File: config.mk
export PLATFORM = sky130hd
export DESIGN_NAME = e203_exu_alu_rglr_buf
export DESIGN_NICKNAME = d
export VERILOG_FILES = /design/src/rtl/e203_exu_alu_rglr_buf.sv
export SDC_FILE = /design/constraint.sdc
export NUM_CORES = 1
export LEC_CHECK = 0
export ABC_AREA = 1
export ABC_CLOCK_PERIOD_IN_PS = 3000
export CAP_MARGIN = 20
export CORE_MARGIN = 5
export CORE_UTILIZATION = 37
export DETAILED_ROUTE_END_ITERATION = 10
export GPL_TIMING_DRIVEN = 1
export PLACE_DENSITY = 0.82
export SLEW_MARGIN = 0
export SYNTH_ARGS = -nofsm -noshare
export SYNTH_HDL_FRONTEND = slang
export SYNTH_SLANG_ARGS = --single-unit
File: constraint.sdc
create_clock -name clk -period 3 [get_ports clk]
set_input_delay 0.3 -clock clk [delete_from_list [all_inputs] [get_ports clk]]
set_output_delay 0.3 -clock clk [all_outputs]
set_load 0.02 [all_outputs]
File: src/rtl/e203_exu_alu_rglr_buf.sv
// e203_exu_alu_rglr_buf: regular-ALU issue stage driving the shared datapath,
// with results and commit flags held in a DEPTH-entry FIFO before write-back.
module e203_exu_alu_rglr_buf #(
    parameter int XLEN    = 32,
    parameter int PC_SIZE = 32,
    parameter int DEPTH   = 2,
    parameter int CNT_W   = 4,
    parameter int INFO_W  = 21
) (
    input  logic               clk,
    input  logic               rst_n,
    input  logic               alu_i_valid,
    output logic               alu_i_ready,
    input  logic [XLEN-1:0]    alu_i_rs1,
    input  logic [XLEN-1:0]    alu_i_rs2,
    input  logic [XLEN-1:0]    alu_i_imm,
    input  logic [PC_SIZE-1:0] alu_i_pc,
    input  logic [INFO_W-1:0]  alu_i_info,
    input  logic               alu_i_flush,
    output logic               alu_o_valid,
    input  logic               alu_o_ready,
    output logic [XLEN-1:0]    alu_o_wbck_wdat,
    output logic               alu_o_wbck_err,
    output logic               alu_o_cmt_ecall,
    output logic               alu_o_cmt_ebreak,
    output logic               alu_o_cmt_wfi,
    output logic [CNT_W-1:0]   alu_o_pend_cnt,
    output logic               alu_req_alu_add,
    output logic               alu_req_alu_sub,
    output logic               alu_req_alu_xor,
    output logic               alu_req_alu_sll,
    output logic               alu_req_alu_srl,
    output logic               alu_req_alu_sra,
    output logic               alu_req_alu_or,
    output logic               alu_req_alu_and,
    output logic               alu_req_alu_slt,
    output logic               alu_req_alu_sltu,
    output logic               alu_req_alu_lui,
    output logic [XLEN-1:0]    alu_req_alu_op1,
    output logic [XLEN-1:0]    alu_req_alu_op2,
    input  logic [XLEN-1:0]    alu_req_alu_res
);
    localparam int PTR_W = DEPTH > 1 ? $clog2(DEPTH) : 1;
    localparam int ADD = 4, SUB = 5, XOR = 6, SLL = 7, SRL = 8, SRA = 9, OR = 10, AND = 11;
    localparam int SLT = 12, SLTU = 13, LUI = 14, OP2IMM = 15, OP1PC = 16, NOP = 17;
    localparam int ECAL = 18, EBRK = 19, WFI = 20;

    logic [XLEN-1:0]  dat_q [DEPTH];
    logic [2:0]       flg_q [DEPTH];
    logic [PTR_W-1:0] rd_q, rd_d, wr_q, wr_d;
    logic [CNT_W-1:0] cnt_q, cnt_d;
    logic             push, pop;
    logic             unused_info;

    assign unused_info      = ^alu_i_info[3:0];
    assign alu_req_alu_op1  = alu_i_info[OP1PC] ? XLEN'(alu_i_pc) : alu_i_rs1;
    assign alu_req_alu_op2  = alu_i_info[OP2IMM] ? alu_i_imm : alu_i_rs2;
    assign alu_req_alu_add  = alu_i_info[ADD] & ~alu_i_info[NOP];
    assign alu_req_alu_sub  = alu_i_info[SUB];
    assign alu_req_alu_xor  = alu_i_info[XOR];
    assign alu_req_alu_sll  = alu_i_info[SLL];
    assign alu_req_alu_srl  = alu_i_info[SRL];
    assign alu_req_alu_sra  = alu_i_info[SRA];
    assign alu_req_alu_or   = alu_i_info[OR];
    assign alu_req_alu_and  = alu_i_info[AND];
    assign alu_req_alu_slt  = alu_i_info[SLT];
    assign alu_req_alu_sltu = alu_i_info[SLTU];
    assign alu_req_alu_lui  = alu_i_info[LUI];

    // a full FIFO still accepts when the head leaves in the same cycle
    assign alu_i_ready = ~alu_i_flush & ((cnt_q < CNT_W'(DEPTH)) | alu_o_ready);
    assign alu_o_valid = cnt_q != '0;
    assign push        = alu_i_valid & alu_i_ready;
    assign pop         = alu_o_valid & alu_o_ready;

    assign alu_o_wbck_wdat = dat_q[rd_q];
    assign {alu_o_cmt_ecall, alu_o_cmt_ebreak, alu_o_cmt_wfi} = flg_q[rd_q];
    assign alu_o_wbck_err  = |flg_q[rd_q];
    assign alu_o_pend_cnt  = cnt_q;

    always_comb begin
        rd_d  = alu_i_flush ? '0 : pop ? (rd_q == PTR_W'(DEPTH - 1) ? '0 : rd_q + 1'b1) : rd_q;
        wr_d  = alu_i_flush ? '0 : push ? (wr_q == PTR_W'(DEPTH - 1) ? '0 : wr_q + 1'b1) : wr_q;
        cnt_d = alu_i_flush ? '0 : cnt_q + CNT_W'(push) - CNT_W'(pop);
    end

    always_ff @(posedge clk or negedge rst_n) begin
        if (!rst_n) begin
            rd_q  <= '0;
            wr_q  <= '0;
            cnt_q <= '0;
            for (int i = 0; i < DEPTH; i++) begin
                dat_q[i] <= '0;
                flg_q[i] <= '0;
            end
        end else begin
            rd_q  <= rd_d;
            wr_q  <= wr_d;
            cnt_q <= cnt_d;
            if (push) begin
                dat_q[wr_q] <= alu_req_alu_res;
                flg_q[wr_q] <= {alu_i_info[ECAL], alu_i_info[EBRK], alu_i_info[WFI]};
            end
        end
    end
endmodule

# After elaboration in Yosys (flattened, before gate mapping)
# Index checks and enable logic that the tools add are counted.
totals:
  reg_bits: 76
  out_inout_bits: 117
  wordCells: 50
  inputBits: 186
op_classes:
  bitwise_logic: 9
  muxes: 21
  n_addsub: 4
  reduce_logical: 5
  n_lt_le_gt_ge: 4
op_table:
  columns: ["operator", "count"]
  rows:
  - ["$mux 32", 6]
  - ["$bwmux 64", 1]
  - ["$demux 32 s1", 1]
  - ["$mux 3", 4]
  - ["$bwmux 6", 1]
  - ["$mux 1", 6]
  - ["$add 4x1->4", 1]
  - ["$and 1x1->1", 4]
  - ["$ge 2x2->1 const B", 2]
  - ["$lt 4x2->1 const B", 1]
  - ["$mux 4", 1]
  - ["$not 1->2", 2]
  - ["$reduce_bool 2->1", 2]
  - ["$reduce_bool 4->1", 1]
  - ["$sub 4x1->4", 1]
  - ["$demux 3 s1", 1]
  - ["$reduce_or 3->1", 1]
  - ["$add 1x1->1 const B", 2]
  - ["$lt 2x1->1 const B", 1]
  - ["$not 1->1", 2]
  - ["$logic_and 1x1->1", 1]
  - ["$or 1x1->1", 1]

# Depth between registers and ports, before layout
# Gate-level depths: netlist of run 1.
logic_depth:
  depth_word: 7
  mapped_depth: 13
  depth_no_buf: 13

# Least setup slack after synthesis of run 1
# Ideal clock, no wire load.
synth_path:
  path_kind: "register to register"
  start: "register cnt_q[2] (netlist: alu_o_pend_cnt[2])"
  end: "register cnt_q[2] (netlist: alu_o_pend_cnt[2])"
  arrival_time_ns: 2.340
  path_buffers: 0
  stages_incl_launch_ff: 13
  synth_period_minus_slack_ns: 2.459
  setup_time_ns: 0.119
  setup_slack_ns: 0.541
  required_time_ns: 2.881
  cell_sequence: "dfrtp_1 inv_1 ha_1 nand2_1 nand2_2 a21oi_4 nand2_1 ha_1 inv_1 ha_1 fa_1 xnor2_1 nor2_1"
synth_via:
  elab_chain_len: 7
  word_cells_on_any_way: 9
  cone_classes: "2 x add/sub; 1 x order compare; 1 x mux; 4 x bitwise; 1 x reduce/logical"
synth_lines:
  columns: ["element", "line_no", "text"]
  rows:
  - ["start: declaration", "51", "logic [CNT_W-1:0] cnt_q, cnt_d;"]
  - ["start signal: assignment", "99", "cnt_q <= cnt_d;"]
  - ["$lt 4x2->1", "71", "assign alu_i_ready = ~alu_i_flush & ((cnt_q < CNT_W'(DEPTH)) | alu_o_ready);"]
  - ["$or 1x1->1", "71", null]
  - ["$and 1x1->1", "71", null]
  - ["$and 1x1->1", "73", "assign push = alu_i_valid & alu_i_ready;"]
  - ["$add 4x1->4", "84", "cnt_d = alu_i_flush ? '0 : cnt_q + CNT_W'(push) - CNT_W'(pop);"]
  - ["$sub 4x1->4 (*)", "84", null]
  - ["$mux 4 (*)", "84", null]
  - ["via cnt_d[2]", "51", null]
# The timed path passes the listed nets; every way through them passes the cells marked *.
# A chain may end at the register's enable or synchronous reset.

# Worst setup path in the final report of run 1
layout_path:
  start: "input port alu_i_info[15]"
  end: "output port alu_req_alu_op2[1]"
layout_via:
  elab_chain_len: 1
layout_lines:
  columns: ["element", "line_no", "text"]
  rows:
  - ["start: declaration", "18", "input logic [INFO_W-1:0] alu_i_info,"]
  - ["$mux 32", "57", "assign alu_req_alu_op2 = alu_i_info[OP2IMM] ? alu_i_imm : alu_i_rs2;"]
  - ["end: declaration", "40", "output logic [XLEN-1:0] alu_req_alu_op2,"]
# Every way passes these cells.

==> results.json, run 1 <==
{
  "first_iter_violations": 320,
  "dr.pass1.iters": 4,
  "critPathTopFamily": "buffers and inverters",
  "yosys-top-cells-count": "nand2_1 (244), dfrtp_1 (76), nand4_1 (70), mux2_2 (60), buf_2 (16)",
  "pwr-share-clk_pct": 17.2,
  "yosys_warnings": 0,
  "maxUsedRoutingLayer": "met5",
  "power.internal_mw": 3.391,
  "hold_class": "in -> async",
  "clkTransAtPathRegs_ns": 0.06,
  "routed_via_density": 4.920,
  "vias": 4802,
  "dieArea_um2": 14920,
  "pwr-share-seq_pct": 30.5,
  "cts_sinks": 76,
  "cp_common_cell": "clkdlybuf4s50_1",
  "fmax_mhz": 412.8,
  "yosys.area.top_type_share_pct": 40.86,
  "dp_hpwl_mm": 13.69,
  "ys_seq_elements": 76,
  "grt_usage_pct": 23.70,
  "endpoint_kind": "output port",
  "critPathBufInv": 3,
  "synthMostInstantiatedCell": "nand2_1",
  "status": "complete, no violations",
  "path_class": "in -> out",
  "power.switching_mw": 2.297,
  "path_max_fanout": 32,
  "netlist_top_cells_area": "dfrtp_1 (41%), nand2_1 (20%), mux2_2 (15%)",
  "drive_above_1_share_pct": 12.44,
  "die_x_um": 122.2,
  "grt_overflow": 0,
  "area_growth_pct": 64.14,
  "holdBufCountCts": 0,
  "p_sw_share_pct": 40.38,
  "dp_cells": 961,
  "grt_pass1_wl_mm": 26.77,
  "syn_area_um2": 4654,
  "ys_types": 22,
  "io_buffers": 278,
  "slowest_delay_ns": 0.61,
  "synth_edf_count": 0,
  "post_cts_resized": 0,
  "leakage_nw": 3.508,
  "drc": 0,
  "pwr-share-comb_pct": 52.3,
  "place_ws_ns": 0.5983,
  "ys_seq_area_share_pct": 40.86,
  "numCtsBuffers": 9,
  "required_ns": 2.70,
  "wl_met1_mm": 7.231,
  "setup_viol": 0,
  "yosys_most_used_dff": "dfrtp_1",
  "fin_worst_skew_ns": 0.008220,
  "critPathLaunchType": "input pin",
  "rsz0062_at_grt": "false",
  "syn-num-nets": 748,
  "cts_root_buffer": "clkbuf_16",
  "hold_violations": 0,
  "grt_max_degree": 77,
  "start_util_pct": 37.34,
  "p_total_mw": 5.688,
  "fin_tns_setup_ns": 0,
  "syn_inst": 555,
  "insertion_delay_ns": 0.33,
  "met2_length_mm": 9.160,
  "power.density_nw_per_um2": 744.5,
  "ant_nets": 0,
  "clockBufferDepth": 2,
  "worstMarginPinSlew_ns": 0.9618,
  "wirelength_mm": 18.36,
  "tritoncts": "built",
  "cts_htree_levels": 3,
  "rrSetupSlack_ns": 0.74,
  "min_period_ns": 2.422,
  "finalNetCount": 993,
  "fp-row-count": 41,
  "final_cell_count_no_fill": 976,
  "grt_pass1_vias": 4738,
  "crit_chain": "clkdlybuf4s50_1 -> buf_4 -> mux2_2 -> clkdlybuf4s50_1",
  "setup_slack_ns": 0.5776,
  "wire_per_inst_um": 18.81,
  "cts_setup_buffers": 0,
  "hold_slack_ns": 0.09888,
  "die_h_um": 122.2,
  "antenna_found_initial": 2,
  "wl_met3_mm": 1.746,
  "synthArstFlopShare_pct": 100.0,
  "place.gp.congestion": 0.7998,
  "diodes": 0,
  "report.final.slew_viol_count": 0,
  "maxSlewHeadroom_pct": 35.88,
  "ios": 303,
  "maxCapViolations": 0,
  "fp.coreArea_um2": 12470,
  "cp_slowest_cell": "clkdlybuf4s50_1",
  "syn_area_per_cell_um2": 8.386,
  "fin_crit_sh_pct": 80.75,
  "peakVddDrop_uv": 631.9,
  "synth_area_leader_cell": "dfrtp_1",
  "critical_path_arrival_ns": 2.12
}
-- cells in the final DEF, fill, tap and decap left out --
cell type | Yosys | final
inv_1 | 13 | 13
mux2_1 | 4 | 4
nand2_2 | 1 | 1
clkinv_2 | 0 | 2
a21oi_4 | 1 | 1
nand4_1 | 70 | 70
dfrtp_1 | 76 | 76
buf_12 | 0 | 2
clkbuf_16 | 0 | 9
nand3_1 | 3 | 3
ha_1 | 6 | 6
nand2_1 | 244 | 244
clkinvlp_4 | 0 | 3
xnor2_1 | 1 | 1
a21oi_1 | 3 | 3
fa_1 | 1 | 1
inv_6 | 0 | 1
or2_2 | 3 | 3
clkdlybuf4s50_1 | 0 | 272
nor2_1 | 7 | 7
buf_4 | 10 | 12
inv_2 | 3 | 3
buf_2 | 16 | 1
mux2_2 | 60 | 60
o21ai_0 | 4 | 4
nand4_4 | 2 | 2
-- power by group through the flow --
stage | sequential [mW] | clock (mW) | combinational [mW]
after floorplan | 1.72 | 0 | 1.71
after global placement | 1.73 | 0 | 2.97
after detailed placement | 1.75 | 0 | 3.00
after CTS | 1.74 | 0.999 | 3.02
after global routing | 1.79 | 1.05 | 3.28
final | 1.74 | 0.976 | 2.98
-- area by class of cell --
cell class | count | area (um^2)
clock buffer | 9 | 225.2
clock inverter | 6 | 41.29
fill | 1129 | 4826
inverter | 16 | 60.06
multi-input combinational | 410 | 2338
sequential | 76 | 1902
tap | 172 | 215.2
timing repair buffer | 287 | 2858
-- cell families after synthesis --
family / count (synthesis) / synth area share, %
and+or+nand+nor: 330 / 31.42
muxes: 64 / 15.48
adders and majority gates: 7 / 2.043
AOI/OAI and AO/OA: 8 / 1.102
buffers and inverters: 69 / 8.898
DFF: 76 / 40.86
xor gates and xnor gates: 1 / 0.1882
-- per-stage QoR --
stage | utilization [%] | area, um^2
4_1_cts | 61.29 | 7640
3_3_place_gp | 59.15 | 7373
6_report | 61.29 | 7640
5_1_grt | 61.29 | 7640
3_5_place_dp | 59.15 | 7373
2_1_floorplan | - | 4654
-- worst paths after layout --
| path | from | to | cells after the start |
|---|---|---|---|
| max | alu_i_info[15] | alu_req_alu_op2[1] | 4 |
| min | rst_n | dat_q[22] | 1 |
| max reg2reg | alu_o_pend_cnt[2] | alu_o_pend_cnt[2] | 12 |
| min reg2reg | flg_q[0] | flg_q[0] | 2 |
| max in group asynchronous | rst_n | dat_q[36] | 1 |
| min in group clk | alu_i_valid | wr_q | 4 |
-- metal layers --
metal,up-vias,GRT usage [%]
met1,2240,30.27
met2,198,39.50
met5,-,0
met3,18,7.382
met4,4,5.318
li1,2342,-
-- registers in the layout, summed over array words and instances, names as in the netlist --
register and count:
dat_q 64, flg_q 6, alu_o_pend_cnt 4, rd_q 1
wr_q 1
No activity file was read; power rests on OpenSTA's default activity.
==> inputs of run 2 (changes only) <==
--- a/config.mk
+++ b/config.mk
@@ -6,7 +6,7 @@
 export NUM_CORES = 1
 export LEC_CHECK = 0
 export ABC_AREA = 1
-export ABC_CLOCK_PERIOD_IN_PS = 3000
+export ABC_CLOCK_PERIOD_IN_PS = 2400
 export CAP_MARGIN = 20
 export CORE_MARGIN = 5
 export CORE_UTILIZATION = 37
==> constraint.sdc (replaced) <==
create_clock -name clk -period 2.4 [get_ports clk]
set_input_delay 0.24 -clock clk [delete_from_list [all_inputs] [get_ports clk]]
set_output_delay 0.24 -clock clk [all_outputs]
set_load 0.02 [all_outputs]
==> run 2 against run 1 <==
Non-clock buffer count increased by 7. Utilization up 1.3 points. Critical path type is now reg -> out. First-iteration DRC count grew 3.8%. Routed wire length up 3.1%. Total power rose by 33%. Combinational power increased by 27%. Clock power rose by 62%. Setup slack lost 0.48 ns. Sequential cell count stayed put. Cell area grew 2.1%.
==> results.json, run 2 (same netlist as run 1, synthesis figures left out) <==
{
  "fin_crit_sh_pct": 95.73,
  "setup_viol": 0,
  "path_class": "reg -> out",
  "hold_class": "in -> reg",
  "drc": 0,
  "fin_tns_setup_ns": 0,
  "io_buffers": 278,
  "clockBufferDepth": 2,
  "antenna_found_initial": 1,
  "final_common_cell": "clkdlybuf4s50_1",
  "path_max_fanout": 35,
  "drive_above_1_share_pct": 13.92,
  "ios": 303,
  "cts_root_buffer": "clkbuf_16",
  "endpoint_kind": "output port",
  "p_total_mw": 7.549,
  "hold_violations": 0,
  "dieArea_um2": 14920,
  "grt_max_degree": 71,
  "dr.pass1.iters": 5,
  "dp_cells": 967,
  "critical_path_arrival_ns": 2.06,
  "grt_usage_pct": 24.29,
  "wirelength_mm": 18.93,
  "critPathLaunchType": "flop",
  "fp-row-count": 41,
  "maxSlewHeadroom_pct": 54.09,
  "fmax_mhz": 435.2,
  "final_cell_mix": "clkdlybuf4s50_1 (269), nand2_1 (244), dfrtp_1 (74)",
  "worstMarginPinSlew_ns": 0.6886,
  "routed_via_density": 5.023,
  "grt_pass1_vias": 4914,
  "min_period_ns": 2.298,
  "place.gp.congestion": 0.7970,
  "regMostFlops": "dat_q",
  "numCtsBuffers": 9,
  "fin_worst_skew_ns": 0.006413,
  "maxCapViolations": 0,
  "required_ns": 2.16,
  "dp_hpwl_mm": 14.48,
  "post_cts_resized": 0,
  "clkTransAtPathRegs_ns": 0.06,
  "cts_sinks": 76,
  "die_x_um": 122.2,
  "final_util_pct": 62.56,
  "ant_nets": 0,
  "grt_overflow": 0,
  "diodes": 0,
  "largest_reg_flops": 64,
  "die_h_um": 122.2,
  "report.final.slew_viol_count": 0,
  "final_cell_count_no_fill": 984,
  "first_iter_violations": 332,
  "area_growth_pct": 67.55,
  "hold_slack_ns": 0.2184,
  "peakVddDrop_uv": 842.1,
  "fp.coreArea_um2": 12470,
  "wire_per_inst_um": 19.24,
  "power.density_nw_per_um2": 967.9,
  "rsz0062_at_grt": "false",
  "tritoncts": "built",
  "vias": 4943,
  "leakage_nw": 3.593,
  "insertion_delay_ns": 0.33,
  "start_util_pct": 37.34,
  "finalNetCount": 1000,
  "status": "complete, no violations",
  "cts_htree_levels": 3,
  "grt_pass1_wl_mm": 27.39
}
-- run 2: timing repair --
item | CTS | global route
endpoints found under the hold margin | 26 | 0
hold buffers | 1 | 0
buffers inserted | 0 | 0
-- run 2: area by class of cell --
class,instances,area (um^2)
clock inverter,6,111.4
tap,172,215.2
fill,1056,4667
sequential,76,1904
multi-input combinational,410,2338
inverter,16,60.06
clock buffer,10,239.0
timing repair buffer,294,2930
-- run 2: path summary, 6_finish.rpt --
path / to / slack [ns] / start / cells past startpoint
max: alu_o_wbck_err / 0.10 / rd_q / 4
min: wr_q / 0.22 / alu_i_valid / 4
max reg2reg: alu_o_pend_cnt[2] / 0.15 / alu_o_pend_cnt[2] / 12
min reg2reg: flg_q[5] / 0.48 / flg_q[5] / 2
max in group asynchronous: alu_o_pend_cnt[2] / 1.46 / rst_n / 3
min in group asynchronous: dat_q[22] / 0.36 / rst_n / 2
-- run 2: per-stage QoR --
step | instance area [um^2] | setup slack [ns]
6_report | 7799 | 0.1024
5_1_grt | 7799 | 0.009451
4_1_cts | 7799 | 0.1049
3_5_place_dp | 7438 | 0.1400
3_3_place_gp | 7438 | 0.1751
2_1_floorplan | 4657 | 0.002667
-- run 2: power breakdown --
part	internal [mW]	switching, mW	total (mW)
combinational	1.71	2.08	3.79
sequential	1.87	0.315	2.18
clock	1.04	0.532	1.58
-- run 2: per-layer routing --
metal / vias to the layer above / track usage (%) / part of all wire [%]
li1: 2349 / - / -
met1: 2303 / 29.37 / 38
met2: 258 / 42.40 / 50
met3: 31 / 6.221 / 9.2
met4: 2 / 7.628 / 2.6
met5: - / 0 / 0.069
-- run 2: worst max-delay path: stages, from the launching register on --
cell and delay [ns]:
dfrtp_1 0.35, buf_4 0.39, o21ai_0 0.24, nand3_1 0.13, clkdlybuf4s50_1 0.61
